[src/rtl/fifo_pkg.sv]
// Shared constants and helpers for the parametrised synchronous FIFO family.
// Read-mode selectors and a constant-evaluable power-of-two test for parameter checks.
package fifo_pkg;

    localparam int FIFO_STD  = 0;
    localparam int FIFO_FWFT = 1;

    function automatic bit is_pow2(input int unsigned value);
        return (value != 0) && ((value & (value - 1)) == 0);
    endfunction

endpackage

[src/rtl/fifo_mem.sv]
// DEPTH x DWIDTH storage for param_sync_fifo: one synchronous write port and
// one asynchronous read port, so the FWFT mode can present the head word directly.
module fifo_mem #(
    parameter  int DWIDTH = 32,
    parameter  int DEPTH  = 16,
    localparam int AW     = $clog2(DEPTH)
) (
    input  logic              clk,
    input  logic              we,
    input  logic [AW-1:0]     waddr,
    input  logic [DWIDTH-1:0] wdata,
    input  logic [AW-1:0]     raddr,
    output logic [DWIDTH-1:0] rdata
);

    // Contents are deliberately not reset; occupancy tracking makes stale words invisible.
    logic [DWIDTH-1:0] mem_q [DEPTH];

    always_ff @(posedge clk) begin
        if (we) begin
            mem_q[waddr] <= wdata;
        end
    end

    assign rdata = mem_q[raddr];

endmodule

[src/rtl/param_sync_fifo.sv]
// Single-clock FIFO with wrap-bit pointers, occupancy count, programmable
// almost-full/empty thresholds, standard or FWFT read, sticky error flags and flush.
module param_sync_fifo
    import fifo_pkg::*;
#(
    parameter int DWIDTH   = 32,
    parameter int DEPTH    = 16,
    parameter int FWFT     = FIFO_STD,
    parameter int AF_LEVEL = DEPTH - 2,
    parameter int AE_LEVEL = 1
) (
    input  logic                   clk,
    input  logic                   reset_n,
    input  logic                   flush,
    input  logic                   clr_err,
    input  logic                   w_en,
    input  logic [DWIDTH-1:0]      din,
    input  logic                   r_en,
    output logic [DWIDTH-1:0]      dout,
    output logic                   dout_valid,
    output logic                   full,
    output logic                   empty,
    output logic                   almost_full,
    output logic                   almost_empty,
    output logic [$clog2(DEPTH):0] count,
    output logic                   overflow,
    output logic                   underflow
);

    localparam int AW = $clog2(DEPTH);
    localparam int CW = AW + 1;

    localparam logic [CW-1:0] AF_TH = CW'(AF_LEVEL);
    localparam logic [CW-1:0] AE_TH = CW'(AE_LEVEL);
    localparam logic [CW-1:0] ONE   = CW'(1);

    if (!is_pow2(DEPTH) || DEPTH < 2) begin : g_bad_depth
        $error("param_sync_fifo: DEPTH=%0d must be a power of two >= 2", DEPTH);
    end
    if (AF_LEVEL < 1 || AF_LEVEL > DEPTH) begin : g_bad_af
        $error("param_sync_fifo: AF_LEVEL=%0d outside 1..DEPTH", AF_LEVEL);
    end
    if (AE_LEVEL < 0 || AE_LEVEL > DEPTH - 1) begin : g_bad_ae
        $error("param_sync_fifo: AE_LEVEL=%0d outside 0..DEPTH-1", AE_LEVEL);
    end
    if (FWFT != FIFO_STD && FWFT != FIFO_FWFT) begin : g_bad_mode
        $error("param_sync_fifo: FWFT=%0d must be 0 or 1", FWFT);
    end

    logic [CW-1:0]     wptr_q, wptr_d;
    logic [CW-1:0]     rptr_q, rptr_d;
    logic [CW-1:0]     count_q, count_d;
    logic              overflow_q, overflow_d;
    logic              underflow_q, underflow_d;
    logic              rd_ok, wr_ok;
    logic              rd_acc, wr_acc;
    logic [AW-1:0]     waddr, raddr;
    logic [DWIDTH-1:0] rdata;

    assign waddr = wptr_q[AW-1:0];
    assign raddr = rptr_q[AW-1:0];

    // Same address with opposite wrap bits means the writer is a full lap ahead.
    assign empty = (wptr_q == rptr_q);
    assign full  = (waddr == raddr) && (wptr_q[CW-1] != rptr_q[CW-1]);

    assign almost_full  = (count_q >= AF_TH);
    assign almost_empty = (count_q <= AE_TH);
    assign count        = count_q;
    assign overflow     = overflow_q;
    assign underflow    = underflow_q;

    // A pop frees a slot in the same cycle, so a full FIFO can still take a write.
    // Flush suppresses both the transfer and any error it would have raised.
    assign rd_ok  = r_en & ~empty;
    assign wr_ok  = w_en & (~full | rd_ok);
    assign rd_acc = rd_ok & ~flush;
    assign wr_acc = wr_ok & ~flush;

    always_comb begin
        wptr_d  = wptr_q;
        rptr_d  = rptr_q;
        count_d = count_q;
        if (flush) begin
            wptr_d  = '0;
            rptr_d  = '0;
            count_d = '0;
        end else begin
            if (wr_acc) wptr_d = wptr_q + ONE;
            if (rd_acc) rptr_d = rptr_q + ONE;
            case ({wr_acc, rd_acc})
                2'b10:   count_d = count_q + ONE;
                2'b01:   count_d = count_q - ONE;
                default: count_d = count_q;
            endcase
        end
        // A fresh error in the same cycle as clr_err keeps the flag set.
        overflow_d  = (overflow_q  & ~clr_err) | (w_en & ~wr_ok & ~flush);
        underflow_d = (underflow_q & ~clr_err) | (r_en & empty & ~flush);
    end

    always_ff @(posedge clk or negedge reset_n) begin
        if (!reset_n) begin
            wptr_q      <= '0;
            rptr_q      <= '0;
            count_q     <= '0;
            overflow_q  <= 1'b0;
            underflow_q <= 1'b0;
        end else begin
            wptr_q      <= wptr_d;
            rptr_q      <= rptr_d;
            count_q     <= count_d;
            overflow_q  <= overflow_d;
            underflow_q <= underflow_d;
        end
    end

    fifo_mem #(
        .DWIDTH (DWIDTH),
        .DEPTH  (DEPTH)
    ) u_mem (
        .clk   (clk),
        .we    (wr_acc),
        .waddr (waddr),
        .wdata (din),
        .raddr (raddr),
        .rdata (rdata)
    );

    if (FWFT == FIFO_FWFT) begin : g_fwft
        // Head word is always on dout; r_en just advances past it.
        assign dout       = rdata;
        assign dout_valid = ~empty;
    end else begin : g_std
        logic [DWIDTH-1:0] dout_q, dout_d;
        logic              dout_valid_q, dout_valid_d;

        always_comb begin
            dout_d       = rd_acc ? rdata : dout_q;
            dout_valid_d = rd_acc;
        end

        always_ff @(posedge clk or negedge reset_n) begin
            if (!reset_n) begin
                dout_q       <= '0;
                dout_valid_q <= 1'b0;
            end else begin
                dout_q       <= dout_d;
                dout_valid_q <= dout_valid_d;
            end
        end

        assign dout       = dout_q;
        assign dout_valid = dout_valid_q;
    end

endmodule
[config.mk]
export PLATFORM = sky130hd
export DESIGN_NAME = param_sync_fifo
export DESIGN_NICKNAME = d
export VERILOG_FILES = /design/src/rtl/fifo_pkg.sv /design/src/rtl/fifo_mem.sv /design/src/rtl/param_sync_fifo.sv
export SDC_FILE = /design/constraint.sdc
export NUM_CORES = 1
export LEC_CHECK = 0
export CELL_PAD_IN_SITES_DETAIL_PLACEMENT = 1
export CELL_PAD_IN_SITES_GLOBAL_PLACEMENT = 2
export CORE_MARGIN = 5
export CORE_UTILIZATION = 30
export DETAILED_ROUTE_END_ITERATION = 8
export GPL_TIMING_DRIVEN = 0
export PLACE_DENSITY_LB_ADDON = 0.1
export SLEW_MARGIN = 10
export SYNTH_ARGS = -nofsm -noshare
export SYNTH_HDL_FRONTEND = slang
export SYNTH_HIERARCHICAL = 1
export SYNTH_SLANG_ARGS = --single-unit
[constraint.sdc]
create_clock -name clk -period 4.4 [get_ports clk]
set_clock_uncertainty 0.2 [all_clocks]
set_input_delay 0.44 -clock clk [delete_from_list [all_inputs] [get_ports clk]]
set_output_delay 0.44 -clock clk [all_outputs]
set_load 0.1 [all_outputs]
==> impl_metrics.csv, run 1 <==
group,metric,value,unit
grt,grt_pass1_wl,84.13,mm
timing,slew_headroom,31.62,%
timing,timing.fmax,246.1,MHz
synth,ys_seq_area_share,77.42,%
synth,synth_ff_type,"edfxtp_1",
pwr,sw_frac_of_total,29.49,%
clock_network,path_clk_slew,60,ps
setup_path,required,3760,ps
routing,vias,10720,
pwr,ir_drop,0.3574,mV
floorplan,die_h,277.6,um
grt,grt_max_degree,35,
timing,min_period_over_period,92.35,%
floorplan,num_rows,98,
cells_and_area,num_antenna_cells,0,
synth,async_reset_ff_share,8.897,%
timing,tightest_slew,1026,ps
setup_path,max_stage_delay,1170,ps
synth,synthesis.area,0.02148,mm2
timing,rsz0062_at_grt,"no",
hold_path,hold_class,"in -> async",
cells_and_area,syn_to_final_growth,22.96,%
routing,ant_nets,0,
cells_and_area,drive_above_1_share,23.56,%
floorplan,ioPinCount,82,
synth,synth-edff-count,512,
flow_run,maxCapViolCount,0,
routing,wl,56.92,mm
clock_network,clock_latency,600,ps
setup_path,start_kind,"register",
grt,grt_use_total,14.82,%
outcome,status,"finished, final reports clean",
cells_and_area,final_util,37.07,%
synth,ys_ff_latch,562,
clock_network,cts_buffers,67,
floorplan,core_area,0.07124,mm2
place,io_buffers,81,
place,place.gp.congestion,0.6630,
cells_and_area,n_fill_cell,6876,
setup_path,path_buf_inv,1,
timing,hold_viol,0,
setup_path,critPathCaptureType,"output pin",
pwr,p_int,10660,uW
clock_network,clk_path_buf_depth,3,
pwr,pwr-share-comb,20.7,%
routing,routedWlPerCell,25.45,um
pwr,p_switching,4461,uW
synth,synth_cells,1051,
timing,final-max-slew-violation-count,0,
clock_network,clock-root-buffer,"clkbuf_16",
synth,synth_nets,1095,
place,place_area,0.02404,mm2
clock_network,cts_resized,0,
synth,yosysWarningCount,6,
routing,drt_first_pass_iters,5,
clock_network,hold_buffers,1,
cells_and_area,nNetsFinal,1276,
floorplan,die_x,277.6,um
floorplan,dieArea,0.07704,mm2
timing,setup_ws,336.5,ps
setup_path,path_cells,"xor2_1, or4_1, nor2_1, clkdlybuf4s50_1",
pwr,p_per_area,572.8,mW/mm2
clock_network,clock-sinks,562,
timing,period_needed,4063,ps
clock_network,h-tree-depth,3,
routing,drt-vias-per-instance,4.793,
grt,first_global_vias,11790,
setup_path,cp_max_fo,11,
routing,drtIter0Drc,570,
timing,finalSetupViolCount,0,
clock_network,tritoncts,"built",
synth,syn_area_per_cell,20.43,um2
setup_path,crit_type,"reg -> out",
grt,grt_overflow,0,
timing,fin_setup_tns,0,ps
place,dp_worst_setup_slack,400.3,ps
setup_path,cp_slowest_cell,"clkdlybuf4s50_1",
place,dp_hpwl,37.12,mm
setup_path,cp.arrival,3420,ps
pwr,power_leakage,0.008550,uW
grt,antenna_found_initial,1,
clock_network,post_cts_buffers,0,
timing,hold_slack,102.3,ps
pwr,p_clk_share,38.7,%
synth,synth_cell_types,45,
cells_and_area,fin_area,0.02641,mm2
routing,drc,0,
setup_path,cp_top_family,"buffers and inverters",
floorplan,start_util,30.15,%
pwr,sequentialPowerShare,40.6,%
==> placed cells by master (no fill, tap or decap), drive strengths merged, types with 2 or more instances in the layout <==
master	instances
a21oi	5
a22oi	64
nand3b	3
buf	58
or3	2
edfxtp	512
mux4	128
clkbuf	120
nand4	5
xor2	11
mux2i	3
bufinv	10
nand2	136
inv	8
dfrtp	50
nor3	5
nor2	26
nand2b	4
a21o	2
ha	6
clkdlybuf4s50	80
nand3	6
nor4	2
xnor2	3
nor2b	4
clkinv	15
==> synth_stat cells (all sizes together) (4+ instances only) <==
master  instances  share of area [%]
ha              6               0.35
mux4          128                 13
a21oi           5               0.15
a22oi          64                2.2
xor2           11               0.45
nand2         136                2.4
nor3            5               0.12
inv             5              0.087
nand4           5               0.15
nor2           26               0.45
edfxtp        512                 72
nor2b           4               0.12
nand2b          4               0.12
nand3           6               0.14
clkbuf         26               0.45
dfrtp          50                5.8
buf            27               0.76
==> per-layer routing <==
metal	part of all wire (%)	vias up	GRT usage, %
li1	-	4640	-
met3	3.5	75	2.819
met5	0.016	-	0
met2	49	184	24.47
met4	2.1	2	3.537
met1	45	5816	20.51
==> registers in the layout (all words and copies together), names as in the netlist <==
signal / cells
count: 5
dout: 32
dout_valid: 1
overflow: 1
rptr_q: 5
u_mem/mem_q: 512
underflow: 1
wptr_q: 5
==> final timing paths <==
path                            from                  to  slack, ps  cells after the start
max reg2reg                wptr_q[0]  u_mem/mem_q[4][19]        470                      9
max                        wptr_q[0]                full        340                      4
max in group asynchronous    reset_n            dout[11]       3340                      3
min reg2reg                 dout[31]            dout[31]        270                      2
min in group clk             clr_err           underflow        270                      3
min                          reset_n           underflow        100                      2
==> kinds of logic after synthesis <==
| family | synth area share (%) |
|---|---|
| DFF | 77.42 |
| and+or+nand+nor | 3.927 |
| muxes | 13.62 |
| AOI/OAI and AO/OA | 2.814 |
| buffers and inverters | 1.305 |
| xor gates and xnor gates | 0.5710 |
| adders and majority gates | 0.3496 |
==> power by group through the flow <==
stage / Combinational (uW) / Sequential [uW] / Clock, uW
3_3_place_gp: 3160 / 6260 / 0
6_report: 3130 / 6140 / 5850
3_5_place_dp: 3200 / 6260 / 0
4_1_cts: 3200 / 6150 / 6040
2_1_floorplan: 1140 / 7400 / 0
5_1_grt: 3310 / 6170 / 6290
==> through the flow <==
| step | total power (uW) | cells |
|---|---|---|
| global placement | 9420 | 2082 |
| detailed placement | 9459 | 2112 |
| floorplan | 8547 | 1051 |
| global route | 15770 | 2236 |
| finish | 15120 | 2236 |
| CTS | 15390 | 2236 |
==> cell type report <==
class / count / area (um2) / area share, %
Buffer: 53 / 261.5 / 0.9903
Clock buffer: 94 / 1921 / 7.273
Clock inverter: 29 / 439.2 / 1.663
Inverter: 5 / 18.77 / 0.07107
Multi-Input combinational cell: 431 / 4692 / 17.77
Sequential cell: 562 / 16630 / 62.96
Tap cell: 950 / 1189 / 4.501
Timing Repair Buffer: 112 / 1260 / 4.771
No activity file was read; power rests on OpenSTA's default activity.
==> run 2: changes to the inputs <==
Settings changed: HOLD_SLACK_MARGIN from default to 0.1.
==> run 2 against run 1 <==
- count of clock-buffer cells in the layout did not move
- power about the same
- sequential power hardly changed
- largest power group unchanged
- clock power about the same
- critical endpoint unchanged
- fmax hardly changed
- design area barely moved
- non-clock buffer count up 2
- global-route usage is essentially flat
- sequential share of layout area about the same
- flip-flop and latch count unchanged
- cell count barely moved
- die area unchanged
==> impl_metrics.csv, run 2 (synthesized netlist as in run 1, its figures left out) <==
group,metric,value,unit
outcome,status,"finished, final reports clean",
hold_path,hold_class,"reg -> reg",
floorplan,core_area,0.07124,mm2
timing,hold_viol,0,
pwr,power_leakage,0.008559,uW
routing,drtIter0Drc,619,
place,placedCellCount,2112,
timing,final-max-slew-violation-count,0,
floorplan,die_x,277.6,um
setup_path,r2r-end,"u_mem/mem_q[4][19]",
cells_and_area,largest_reg_flops,512,
cells_and_area,num_antenna_cells,0,
place,io_buffers,81,
clock_network,clock-root-buffer,"clkbuf_16",
cells_and_area,multiInputGateArea,0.004692,mm2
timing,tightest_slew,1022,ps
cells_and_area,nNetsFinal,1278,
timing,slew_headroom,31.88,%
hold_path,hold_depth,2,
floorplan,start_util,30.15,%
floorplan,dieArea,0.07704,mm2
pwr,ir_drop,0.3574,mV
setup_path,rr_worst_depth,9,
timing,rsz0062_at_grt,"no",
place,dp_worst_setup_slack,400.3,ps
grt,grt_pass1_wl,84.31,mm
grt,first_global_vias,11800,
cells_and_area,n_fill_cell,6874,
setup_path,r2r_start,"wptr_q[0]",
setup_path,cp.arrival,3420,ps
cells_and_area,ff_latch_area,0.01663,mm2
clock_network,clock-sinks,562,
floorplan,ioPinCount,82,
timing,finalSetupViolCount,0,
pwr,sequentialPowerShare,40.6,%
clock_network,tritoncts,"built",
cells_and_area,final_cells,2238,
clock_network,hold_buffers,3,
routing,drt-vias-per-instance,4.791,
setup_path,cp_max_fo,11,
setup_path,required,3760,ps
cells_and_area,syn_to_final_growth,23.05,%
clock_network,clk_path_buf_depth,3,
routing,ant_nets,0,
grt,grt_use_total,14.87,%
pwr,p_clk_share,38.7,%
clock_network,h-tree-depth,3,
pwr,p_switching,4460,uW
setup_path,crit_type,"reg -> out",
routing,routedWlPerCell,25.51,um
timing,min_period_over_period,92.38,%
timing,setup_ws,335.2,ps
cells_and_area,regMostFlops,"u_mem/mem_q",
routing,wl,57.10,mm
routing,drc,0,
setup_path,critPathCaptureType,"output pin",
clock_network,clock_latency,600,ps
grt,antenna_found_initial,1,
clock_network,cts_resized,0,
pwr,pwr-share-comb,20.7,%
clock_network,cts_buffers,67,
grt,grt_overflow,0,
timing,timing.fmax,246.0,MHz
setup_path,rrSetupSlack,470,ps
floorplan,num_rows,98,
place,place.gp.congestion,0.6630,
clock_network,path_clk_slew,60,ps
timing,period_needed,4065,ps
floorplan,die_h,277.6,um
routing,vias,10720,
flow_run,maxCapViolCount,0,
place,dp_hpwl,37.12,mm
cells_and_area,layout_commonest_cell,"edfxtp_1",
pwr,p_per_area,572.4,mW/mm2
clock_network,post_cts_buffers,0,
setup_path,start_kind,"register",
cells_and_area,drive_above_1_share,23.52,%
pwr,sw_frac_of_total,29.49,%
cells_and_area,most-common-layout-cells,"edfxtp_1 (512), nand2_1 (136), mux4_2 (128)",
hold_path,whs_endpoint,"dout[31]",
hold_path,worstHoldStart,"dout[31]",
routing,drt_first_pass_iters,6,
grt,grt_max_degree,35,
pwr,p_int,10670,uW
## run 2: worst max path at each step
stage | startpoint | end | slack, ps | depth (start not counted)
final | wptr_q[0] | full | 340 | 4
after global routing | wptr_q[0] | empty | 180 | 5
after CTS | wptr_q[0] | full | 290 | 4
after detailed placement | wptr_q[0] | u_mem/mem_q[8][15] | 400 | 9
after global placement | w_en | u_mem/mem_q[12][13] | -3910 | 6
after floorplan | wptr_q[0] | u_mem/mem_q[12][0] | -40 | 7
## run 2: power by group through the flow
stage	clock (uW)	sequential (uW)	combinational, uW
2_1_floorplan	0	7400	1140
3_3_place_gp	0	6260	3160
3_5_place_dp	0	6260	3200
4_1_cts	6040	6150	3210
5_1_grt	6290	6170	3320
6_report	5850	6140	3130
## run 2: per-layer routing
layer	up-vias	track usage, %	share of wire (%)
li1	4645	-	-
met1	5808	20.64	45
met2	193	24.48	49
met3	74	2.811	3.6
met4	2	3.537	2.1
met5	-	0	0.016
## run 2: final cells by class
cell class              instances  area share (%)
clock buffers                  94           7.268
repair buffers                114           4.844
plain buffers                  53          0.9895
clock inverters                29           1.662
inverters                       5         0.07102
well taps                     950           4.498
multi-input cells             431           17.75
flip-flops and latches        562           62.91
## run 2: per-stage QoR
step	setup TNS (ps)	cell area [um2]	hold slack [ps]	util, %	power, uW
after floorplan	-3700	21490	-55.59	-	8547
after detailed placement	0	24040	179.2	33.74	9459
after global placement	-997250	23490	258.7	32.97	9420
after CTS	0	26430	238.0	37.09	15400
final	0	26430	270.2	37.09	15130
after global routing	0	26430	283.5	37.09	15770
## run 2: worst max-delay path, stage by stage (launching register included)
cell and delay, ps:
dfrtp_1 660, xor2_1 170, or4_1 630, nor2_1 210, clkdlybuf4s50_1 1170
==> run 3: changes to the inputs <==
Settings changed: MAX_ROUTING_LAYER from default to met4.
==> run 3 against run 2 <==
- die area unchanged
- routed wire length barely moved
- register-to-register slack improved by 20 ps
- critical endpoint unchanged
==> impl_metrics.csv, run 3 (synthesized netlist as in run 1, its figures left out) <==
group,metric,value,unit
cells_and_area,regMostFlops,"u_mem/mem_q",
floorplan,die_x,277.6,um
pwr,p_int,10660,uW
timing,tightest_slew,1034,ps
timing,fin_setup_tns,0,ps
clock_network,clk_path_buf_depth,3,
grt,top_usage_layer,"met2",
place,place_area,0.02404,mm2
grt,first_global_vias,11800,
pwr,p_clk_share,38.7,%
cells_and_area,final_cells,2239,
routing,ant_nets,0,
floorplan,ioPinCount,82,
cells_and_area,most-common-layout-cells,"edfxtp_1 (512), nand2_1 (136), mux4_2 (128)",
routing,drt_first_pass_iters,4,
grt,grtUsageMet2,24.46,%
cells_and_area,largest_reg_flops,512,
place,place.gp.congestion,0.6693,
setup_path,cp.arrival,3420,ps
floorplan,num_rows,98,
clock_network,post_cts_buffers,0,
clock_network,clock_latency,600,ps
outcome,status,"finished, final reports clean",
timing,finalSetupViolCount,0,
routing,vias,10730,
timing,hold_slack,268.1,ps
flow_run,maxCapViolCount,0,
setup_path,r2r_start,"wptr_q[0]",
routing,wl,57.08,mm
floorplan,start_util,30.15,%
timing,rsz0062_at_grt,"no",
hold_path,whs_endpoint,"underflow",
grt,grt_use_met1,20.66,%
routing,drt-vias-per-instance,4.791,
pwr,p_per_area,572.3,mW/mm2
timing,final-max-slew-violation-count,0,
grt,grt_max_degree,35,
grt,met3_usage,2.794,%
clock_network,cts_buffers,67,
pwr,p_switching,4459,uW
grt,antenna_found_initial,1,
cells_and_area,drive_above_1_share,23.52,%
setup_path,crit_type,"reg -> out",
hold_path,hold_class,"in -> reg",
timing,hold_viol,0,
place,io_buffers,81,
cells_and_area,fin_area,0.02643,mm2
clock_network,h-tree-depth,3,
clock_network,path_clk_slew,60,ps
cells_and_area,syn_to_final_growth,23.07,%
routing,drc,0,
pwr,pwr-share-comb,20.7,%
setup_path,start_kind,"register",
grt,grt_pass1_wl,84.33,mm
grt,grt_use_total,15.30,%
pwr,ir_drop,0.3573,mV
timing,period_needed,4056,ps
setup_path,required,3760,ps
place,dp_hpwl,37.12,mm
clock_network,clock-sinks,562,
floorplan,core_area,0.07124,mm2
setup_path,r2r-end,"u_mem/mem_q[4][19]",
cells_and_area,layout_commonest_cell,"edfxtp_1",
place,placedCellCount,2112,
floorplan,dieArea,0.07704,mm2
timing,timing.fmax,246.6,MHz
pwr,power_leakage,0.008559,uW
clock_network,clock-root-buffer,"clkbuf_16",
routing,drtIter0Drc,664,
hold_path,worstHoldStart,"clr_err",
cells_and_area,nNetsFinal,1278,
setup_path,critPathCaptureType,"output pin",
setup_path,rr_worst_depth,9,
timing,slew_headroom,31.10,%
grt,grt_overflow,0,
pwr,sw_frac_of_total,29.48,%
setup_path,rrSetupSlack,490,ps
clock_network,cts_resized,0,
routing,routedWlPerCell,25.49,um
clock_network,tritoncts,"built",
floorplan,die_h,277.6,um
cells_and_area,final_util,37.10,%
setup_path,cp_max_fo,11,
timing,min_period_over_period,92.18,%
pwr,sequentialPowerShare,40.6,%
hold_path,hold_depth,3,
==> run 3: cell types whose count changed in the layout (fill, tap and decap cells not counted) <==
cell / delta
diode_2: +1
==> run 3: final cells by class <==
cell class                      instances  area [um2]
Antenna cell                            1       2.502
Buffer                                 53       261.5
Clock buffer                           94        1921
Clock inverter                         29       439.2
Fill cell                            6873       44810
Inverter                                5       18.77
Multi-Input combinational cell        431        4692
Sequential cell                       562       16630
Tap cell                              950        1189
Timing Repair Buffer                  114        1280
==> run 3: metrics by stage <==
stage / setup WS, ps / power, uW
final: 344.1 / 15120
after global routing: 179.0 / 15780
after CTS: 289.8 / 15400
after detailed placement: 400.3 / 9459
after global placement: -3914 / 9420
after floorplan: -40.12 / 8547
==> run 3: power groups by stage <==
stage               sequential, uW  combinational [uW]  clock (uW)
floorplan                     7400                1140           0
global placement              6260                3160           0
detailed placement            6260                3200           0
CTS                           6150                3210        6040
global route                  6170                3320        6290
finish                        6140                3130        5850
==> run 3: layer usage <==
metal,wire length (um),vias up
met1,26180,5829
met5,0,-
met4,1141,0
met3,1885,74
li1,-,4645
met2,27880,179
==> run 3: what timing repair did <==
| item | CTS | global route |
|---|---|---|
| setup endpoints to repair | 0 | 0 |
| hold buffers | 3 | 0 |
| endpoints found under the hold margin | 50 | 0 |
==> run 3: worst max path at each step <==
| stage | slack (ps) | to | startpoint | cells past startpoint |
|---|---|---|---|---|
| floorplan | -40 | u_mem/mem_q[12][0] | wptr_q[0] | 7 |
| global placement | -3910 | u_mem/mem_q[12][13] | w_en | 6 |
| detailed placement | 400 | u_mem/mem_q[8][15] | wptr_q[0] | 9 |
| CTS | 290 | full | wptr_q[0] | 4 |
| global route | 180 | empty | wptr_q[0] | 5 |
| finish | 340 | full | wptr_q[0] | 4 |
==> run 3: worst max-delay path: stages (launching register included) <==
cell,delay [ps]
dfrtp_1,660
xor2_1,170
or4_1,630
nor2_1,210
clkdlybuf4s50_1,1170
